==> src/rtl/muldiv_unit.sv <==
// muldiv_unit: iterative RV32M multiply/divide unit.
// Takes 34 cycles from an accepted Start to the Done pulse, whatever the
// operation or operand values, so the controller's stall window never varies.
//   clk, reset  - rising-edge clock, synchronous active-high reset
//   Start       - request pulse, accepted only in IDLE
//   funct3      - M-op select (MUL, MULH, MULHSU, MULHU, DIV, DIVU, REM, REMU)
//   SrcA, SrcB  - rs1 / rs2 operands, captured when Start is accepted
//   Busy        - high from the cycle after acceptance through the Done cycle
//   Done        - one-cycle pulse; Result is valid in that cycle
//   Result      - registered result, held until the next result is written
module muldiv_unit #(
  parameter int unsigned WIDTH = 32
) (
  input  logic             clk,
  input  logic             reset,
  input  logic             Start,
  input  logic [2:0]       funct3,
  input  logic [WIDTH-1:0] SrcA,
  input  logic [WIDTH-1:0] SrcB,
  output logic             Busy,
  output logic             Done,
  output logic [WIDTH-1:0] Result
);

  localparam int unsigned CW = $clog2(WIDTH) + 1;
  localparam int unsigned PW = 2 * WIDTH;

  typedef enum logic [1:0] {
    S_IDLE = 2'd0,
    S_CALC = 2'd1,
    S_FIX  = 2'd2,
    S_DONE = 2'd3
  } state_t;

  state_t           state_q, state_d;
  logic [2:0]       op_q, op_d;
  logic [WIDTH-1:0] a_q, a_d;        // |A|: multiplicand, or dividend shifted out MSB-first
  logic [WIDTH-1:0] b_q, b_d;        // |B|: multiplier shifted out LSB-first, or divisor
  logic [WIDTH-1:0] srca_q, srca_d;  // raw SrcA, returned by REM/REMU on divide-by-zero
  logic [PW-1:0]    acc_q, acc_d;    // mul: product; div: {remainder, quotient}
  logic             neg_q, neg_d;    // the result magnitude must be negated in FIX
  logic [CW-1:0]    cnt_q, cnt_d;
  logic             busy_q, busy_d;
  logic             done_q, done_d;
  logic [WIDTH-1:0] result_q, result_d;

  logic             is_div;
  logic             signed_a, signed_b, sign_a, sign_b;
  logic [WIDTH:0]   mul_sum;
  logic [WIDTH:0]   div_shift;
  logic [WIDTH:0]   div_diff;
  logic             div_qbit;
  logic [WIDTH-1:0] div_rem;
  logic [PW-1:0]    prod;
  logic [WIDTH-1:0] quot_mag, rem_mag;

  assign Busy   = busy_q;
  assign Done   = done_q;
  assign Result = result_q;

  // State and datapath registers
  always_ff @(posedge clk) begin
    if (reset) begin
      state_q  <= S_IDLE;
      op_q     <= '0;
      a_q      <= '0;
      b_q      <= '0;
      srca_q   <= '0;
      acc_q    <= '0;
      neg_q    <= 1'b0;
      cnt_q    <= '0;
      busy_q   <= 1'b0;
      done_q   <= 1'b0;
      result_q <= '0;
    end else begin
      state_q  <= state_d;
      op_q     <= op_d;
      a_q      <= a_d;
      b_q      <= b_d;
      srca_q   <= srca_d;
      acc_q    <= acc_d;
      neg_q    <= neg_d;
      cnt_q    <= cnt_d;
      busy_q   <= busy_d;
      done_q   <= done_d;
      result_q <= result_d;
    end
  end

  // Next-state logic
  always_comb begin
    state_d = state_q;
    case (state_q)
      S_IDLE:  if (Start) state_d = S_CALC;
      S_CALC:  if (cnt_q == CW'(WIDTH - 1)) state_d = S_FIX;
      S_FIX:   state_d = S_DONE;
      S_DONE:  state_d = S_IDLE;
      default: state_d = S_IDLE;
    endcase
  end

  // Datapath and output logic
  always_comb begin
    op_d     = op_q;
    a_d      = a_q;
    b_d      = b_q;
    srca_d   = srca_q;
    acc_d    = acc_q;
    neg_d    = neg_q;
    cnt_d    = cnt_q;
    result_d = result_q;

    is_div   = op_q[2];
    signed_a = (funct3 == 3'b001) || (funct3 == 3'b010) ||
               (funct3 == 3'b100) || (funct3 == 3'b110);
    signed_b = signed_a && (funct3 != 3'b010);
    sign_a   = signed_a && SrcA[WIDTH-1];
    sign_b   = signed_b && SrcB[WIDTH-1];

    // One shift-add step: add |A| into the high half when the multiplier LSB is set
    mul_sum   = {1'b0, acc_q[PW-1:WIDTH]} + {1'b0, (b_q[0] ? a_q : '0)};
    // One restoring step: bring down the next dividend bit and trial-subtract
    div_shift = {acc_q[PW-1:WIDTH], a_q[WIDTH-1]};
    div_diff  = div_shift - {1'b0, b_q};
    div_qbit  = (div_shift >= {1'b0, b_q});
    div_rem   = div_qbit ? div_diff[WIDTH-1:0] : div_shift[WIDTH-1:0];

    prod     = neg_q ? (PW'(0) - acc_q) : acc_q;
    quot_mag = acc_q[WIDTH-1:0];
    rem_mag  = acc_q[PW-1:WIDTH];

    case (state_q)
      S_IDLE: begin
        if (Start) begin
          op_d   = funct3;
          a_d    = sign_a ? (WIDTH'(0) - SrcA) : SrcA;
          b_d    = sign_b ? (WIDTH'(0) - SrcB) : SrcB;
          srca_d = SrcA;
          // Remainders take the dividend's sign; everything else the product of signs
          neg_d  = funct3[2] && funct3[1] ? sign_a : (sign_a ^ sign_b);
          acc_d  = '0;
          cnt_d  = '0;
        end
      end
      S_CALC: begin
        cnt_d = cnt_q + CW'(1);
        if (is_div) begin
          acc_d = {div_rem, acc_q[WIDTH-2:0], div_qbit};
          a_d   = {a_q[WIDTH-2:0], 1'b0};
        end else begin
          acc_d = {mul_sum, acc_q[WIDTH-1:1]};
          b_d   = {1'b0, b_q[WIDTH-1:1]};
        end
      end
      S_FIX: begin
        if (!is_div) begin
          result_d = (op_q[1:0] == 2'b00) ? prod[WIDTH-1:0] : prod[PW-1:WIDTH];
        end else if (b_q == '0) begin
          result_d = op_q[1] ? srca_q : '1;
        end else if (op_q[1]) begin
          result_d = neg_q ? (WIDTH'(0) - rem_mag) : rem_mag;
        end else begin
          // Signed overflow needs no special path: |MIN|/1 gives MIN, remainder 0
          result_d = neg_q ? (WIDTH'(0) - quot_mag) : quot_mag;
        end
      end
      default: ;
    endcase

    busy_d = (state_d != S_IDLE);
    done_d = (state_d == S_DONE);
  end

endmodule

==> config.mk <==
export PLATFORM = sky130hd
export DESIGN_NAME = muldiv_unit
export DESIGN_NICKNAME = d
export VERILOG_FILES = /design/src/rtl/muldiv_unit.sv
export SDC_FILE = /design/constraint.sdc
export NUM_CORES = 1
export LEC_CHECK = 0
export CORE_MARGIN = 2
export CORE_UTILIZATION = 61
export CTS_CLUSTER_DIAMETER = 120
export DETAILED_ROUTE_END_ITERATION = 8
export PLACE_DENSITY = 0.85
export SLEW_MARGIN = 0
export SYNTH_ARGS = -nofsm -noshare
export SYNTH_HDL_FRONTEND = slang
export SYNTH_SLANG_ARGS = --single-unit
==> constraint.sdc <==
create_clock -name clk -period 4.37 [get_ports clk]
set_input_delay 0.437 -clock clk [delete_from_list [all_inputs] [get_ports clk]]
set_output_delay 0.437 -clock clk [all_outputs]
set_load 0.01 [all_outputs]
Word-level counts from Yosys, hierarchy flattened
Index checks and enable logic that the tools add are counted.
{ "op_classes": {"addsub": 8, "eq_ne": 13, "n_reduce_logical": 16, "bitwise": 1, "order_cmp": 1, "mux": 27} }
{ "op_table": {"columns": ["operator", "n"], "rows": [
  ["32-bit two-way mux", 15],
  ["64-bit two-way mux", 3],
  ["32-bit case mux with 2 select lines", 2],
  ["64-bit case mux with 2 select lines", 1],
  ["1-bit by 32-bit subtractor with 32-bit output, first input constant", 4],
  ["1-bit by 64-bit subtractor with 64-bit output, first input constant", 1],
  ["32-bit by 32-bit adder with 33-bit output", 1],
  ["33-bit by 32-bit greater-or-equal comparator with 1-bit output", 1],
  ["32-bit logical NOT", 1],
  ["32-bit subtractor", 1],
  ["6-bit case mux with 2 select lines", 1],
  ["2-bit case mux with 4 select lines", 1],
  ["6-bit by 1-bit adder with 6-bit output, second input constant", 1],
  ["2-bit equality test, second input constant", 3],
  ["3-bit equality test, second input constant", 2],
  ["6-bit by 5-bit equality test with 1-bit output, second input constant", 1],
  ["6-bit two-way mux", 1],
  ["2-bit inequality test, second input constant", 3],
  ["3-bit AND reduction", 2],
  ["1-bit logical AND", 4],
  ["2-bit logical NOT", 2],
  ["2-bit two-way mux", 2],
  ["2-bit AND reduction", 2],
  ["2-bit nonzero test", 2],
  ["other kinds (7)", 9]
]} }
{ "word_totals": {"reg_bits": 206, "out_inout_bits": 34, "word_cells": 77, "in_bits": 70} }

Longest topological paths before layout
{ "depth": {"ltp_word": 9, "ltp_mapped": 14} }

Least setup slack after synthesis
OpenSTA, ideal clock, no wires.
{ "synth_path": {"path_kind": "register to register", "from": "register b_q[0]", "to": "register acc_q[61]", "synth_period_minus_slack_ps": 3384, "setup_ps": 131, "n_path_buf": 1, "arrival_time_ps": 3253, "setup_slack_ps": 986, "stages_incl_launch_ff": 15, "path_cell_list": "dfxtp_1 -> clkbuf_1 -> and2_1 -> ha_1 -> inv_1 -> fa_1 -> nand2b_1 -> a21oi_1 -> o21ai_0 -> a2111oi_0 -> or3_1 -> a2111oi_0 -> or4_1 -> nand3_1 -> o211ai_1"} }
{ "synth_via": {"elab_chain_len": 4, "elab_cells_between_ends": 7, "classes_between": "add/sub: 2; order compare: 1; mux: 4"} }
{ "synth_rtl": {"columns": ["item", "line_no", "source"], "rows": [
  ["from (decl)", "38", "logic [WIDTH-1:0] b_q, b_d;"],
  ["from (signal assigned)", "67", "b_q <= '0;"],
  ["from (signal assigned)", "79", "b_q <= b_d;"],
  ["32-bit two-way mux, or another cell as far along", "121", "mul_sum = {1'b0, acc_q[PW-1:WIDTH]} + {1'b0, (b_q[0] ? a_q : '0)};"],
  ["32-bit by 32-bit adder with 33-bit output or 32-bit two-way mux (tied branches)", "121, 126", null],
  ["64-bit two-way mux *", "147", "if (is_div) begin"],
  ["64-bit case mux with 2 select lines *", "132", "case (state_q)"],
  ["to (signal assigned)", "69", "acc_q <= '0;"],
  ["to (signal assigned)", "81", "acc_q <= acc_d;"],
  ["to (decl)", "40", "logic [PW-1:0] acc_q, acc_d;"]
]} }
Mark *: on every way between the ends. The rest lies on a longest branch, timed or not.
A chain may end at the register's enable or synchronous reset.

Worst setup path in the final report
{ "layout_path": {"from": "register acc_q[32]", "to": "register acc_q[61]"} }
{ "layout_via": {"elab_chain_len": 4, "elab_cells_between_ends": 6, "classes_between": "add/sub: 2; order compare: 1; mux: 3"} }
{ "layout_rtl": {"columns": ["item", "line_no", "source"], "rows": [
  ["32-bit subtractor or 33-bit by 32-bit greater-or-equal comparator with 1-bit output (tied branches)", "124, 125", null],
  ["32-bit two-way mux", "126", "div_rem = div_qbit ? div_diff[WIDTH-1:0] : div_shift[WIDTH-1:0];"],
  ["64-bit two-way mux *", "147", null],
  ["64-bit case mux with 2 select lines *", "132", null]
]} }
Marks and branches as above.

==> flow_summary.toml <==
[clock_tree]
cts_sinks = 206
cts_buffers = 25
post_cts_buffers = 0
clock_path_buffers = 3
cts_tree = "done"
root_buffer = "clkbuf_16"
ctsResizeCount = 0
clkSlewWorstSetupHoldPaths_ns = 0.07
clk-insertion-delay-late_ns = 0.56
htree_levels = 1
ctsHoldBuffers = 0

[yosys]
avgSynthCellArea_sq_um = 7.28
synth_common_cells = "306 x nor2_1, 246 x a21oi_1, 223 x nand2_1"
synth_area_sq_um = 16600
syn_nets = 2417
syn_inst = 2275
netlist_top_cells_area = "dfxtp_1 25%, a21oi_1 7.4%, nor2_1 6.9%"
yosys.cell_count.top_type = "nor2_1"
ys_ff_latch = 206
synth_top_area_share_pct = 24.9
synth_cell_type_count = 83
synth-seq-area-share_pct = 24.9
ys.flop_type = "dfxtp_1"
async_flop_share_pct = 0
synth-edff-count = 0
synth-warning-count = 0
yosysTopAreaCell = "dfxtp_1"

[timing]
relSlewSlack_pct = 12.6
final.setup.worst_slack_ns = 0.527
fin_crit_ns = 3.84
finalMaxSlewViolations = 0
period_share_pct = 87.9
clock_skew_ns = 0.0337
finalHoldViolCount = 0
max_freq_mhz = 260
tightest_slew_ns = 1.30
fin_tns_setup_ns = 0
setup_viol = 0
rsz0062_at_grt = "false"

[grt]
grt_max_degree = 101
grtUsageTotal_pct = 39.7
antenna_found_initial = 1
grt_pass1_wl_um = 89500
grt_overflow_total = 0
grt_pass1_vias = 16100

[drt]
dr.pass1.iters = 8
wire_per_inst_um = 22.0
m1WireLength_um = 24800
met2_length_um = 24700
route.detailed.drc = 0
wl_met3_um = 6700
via_per_inst = 6.67
routed_wl_um = 58200
drtAntennaViolNets = 0
top_layer = "met4"
drt_iter0_drc = 2228
via_count = 17600

[pwr]
combPwrFrac_pct = 27.3
cellPowerDensity_nw_per_um2 = 313
irDropWorstVdd_v = 0.000366
pwr-share-seq_pct = 36.0
switching_share_pct = 35.1
switchingPower_mw = 2.04
leakagePower_nw = 7.30
p_int_mw = 3.78
clock_power_share_pct = 36.7

[critical_path]
timing.rr.end = "acc_q[61]"
worst-path-buf-inv = 1
worstSetupStartpointType = "flop"
cpPeakStageDelay_ns = 0.62
reg2reg_slack_ns = 0.53
critPathMostFrequentCell = "a2111oi_0"
crit_path_end_kind = "flop"
reg2reg_from = "acc_q[32]"
slowest_stage = "a2111oi_0"
crit_type = "flop to flop"
crit_required_ns = 4.76
worstPathCellList = "ha_1 -> inv_1 -> fa_1 -> nand2b_1 -> a21oi_1 -> o21ai_0 -> a2111oi_0 -> or3_1 -> a2111oi_0 -> or4_1 -> nand3_1 -> o211ai_1"
critPathTopFamily = "compound AO/OA/AOI/OAI gates"
critical_path_arrival_ns = 4.23
crit_fanout = 9
r2r.worst_path.cells = 12

[floorplan]
die_y_um = 169
die_area_sq_um = 28500
ios = 104
core_region_area_sq_um = 26800
die_w_um = 169
rows = 60
initial_utilization_pct = 61.8

[min_path]
holdPathStages = 2
hold_class = "input pin to flop"
min_to = "acc_q[30]"
hp-start = "reset"

[placement]
hpwl_um = 43900
gp_congestion = 0.992
portBuffers = 103
place_ws_ns = 0.684

[layout]
multiInputGateArea_sq_um = 11600
nFillCells = 2280
layout.nets = 2423
syn_to_final_growth_pct = 12.0
drive_above_1_share_pct = 5.70
regArea_sq_um = 4130

[run_status]
status = "finished, final reports clean"

[flow_run]
maxCapViolCount = 0
==> worst reg2reg max path, delay by kind of cell (launching register included) <==
kind | cells | cell delay [ns]
and+or+nand+nor | 4 | 1.06
buffers and inverters | 1 | 0.06
AOI/OAI and AO/OA | 5 | 1.34
DFF | 1 | 0.56
adders and majority gates | 2 | 0.64
==> cell usage in the layout (no fill, tap or decap), drive strengths merged, types with 15 or more instances in the layout <==
cell / n
nor2: 306
a21oi: 246
nand2: 223
dfxtp: 206
o21ai: 126
clkdlybuf4s50: 102
xor2: 98
xnor2: 95
a211oi: 73
ha: 70
inv: 68
mux2i: 61
buf: 43
o31ai: 40
and2: 37
nor3: 36
a21o: 34
or3: 34
nand3: 31
clkbuf: 30
o211ai: 29
nor4: 25
a22oi: 23
a31oi: 19
a311oi: 18
o22ai: 17
or4: 17
nand4: 15
o41ai: 15
==> per-stage QoR <==
stage                     total power [mW]  std cells  utilization (%)  hold slack, ns  cell area, sq um
after floorplan                       3.18       2275                -           0.432             16600
after global placement                3.64       2595             66.1           0.444             17700
after detailed placement              3.66       2595             66.1           0.452             17700
after CTS                             5.77       2641             69.3           0.291             18600
after global routing                  6.04       2641             69.3           0.326             18600
final                                 5.82       2642             69.3           0.325             18600
==> state kept, by name, indices dropped and copies added, names as in the netlist <==
signal and cells:
Busy 1, op_q 3, acc_q 64, srca_q 32
state_q 2, neg_q 1, Result 32, Done 1
cnt_q 6, b_q 32, a_q 32
==> per-layer routing <==
layer	vias to the layer above	global-route usage [%]
met5	-	0
met4	0	12.3
met3	153	8.67
met2	970	59.8
met1	8278	56.5
li1	8218	-
==> layout make-up <==
type | count | share of cell area (%)
Timing Repair Buffer | 145 | 7.26
Antenna cell | 1 | 0.0135
Clock buffer | 30 | 3.74
Clock inverter | 16 | 0.822
Multi-Input combinational cell | 1837 | 62.3
Tap cell | 341 | 2.30
Sequential cell | 206 | 22.2
Inverter | 66 | 1.33
==> power groups by stage <==
stage | logic [mW] | clock network [mW] | registers (mW)
after floorplan | 1.12 | 0 | 2.07
after global placement | 1.51 | 0 | 2.13
after detailed placement | 1.53 | 0 | 2.13
after CTS | 1.54 | 2.14 | 2.09
after global routing | 1.72 | 2.21 | 2.10
final | 1.59 | 2.14 | 2.10
==> cell families after synthesis <==
group | after synthesis | synth area share [%]
AOI/OAI and AO/OA | 728 | 28.3
xor gates and xnor gates | 193 | 10.2
adders and majority gates | 72 | 5.53
buffers and inverters | 232 | 5.51
DFF | 206 | 24.9
muxes | 61 | 3.69
and+or+nand+nor | 783 | 21.9
==> worst max path at each step <==
stage	start	to	slack [ns]	cells after the start
floorplan	b_q[0]	acc_q[61]	0.99	14
global placement	acc_q[32]	acc_q[61]	0.71	12
detailed placement	b_q[0]	acc_q[60]	0.68	12
CTS	acc_q[32]	acc_q[61]	0.64	12
global route	b_q[0]	acc_q[61]	0.30	12
finish	acc_q[32]	acc_q[61]	0.53	12
(Power assumes the default switching activity.)
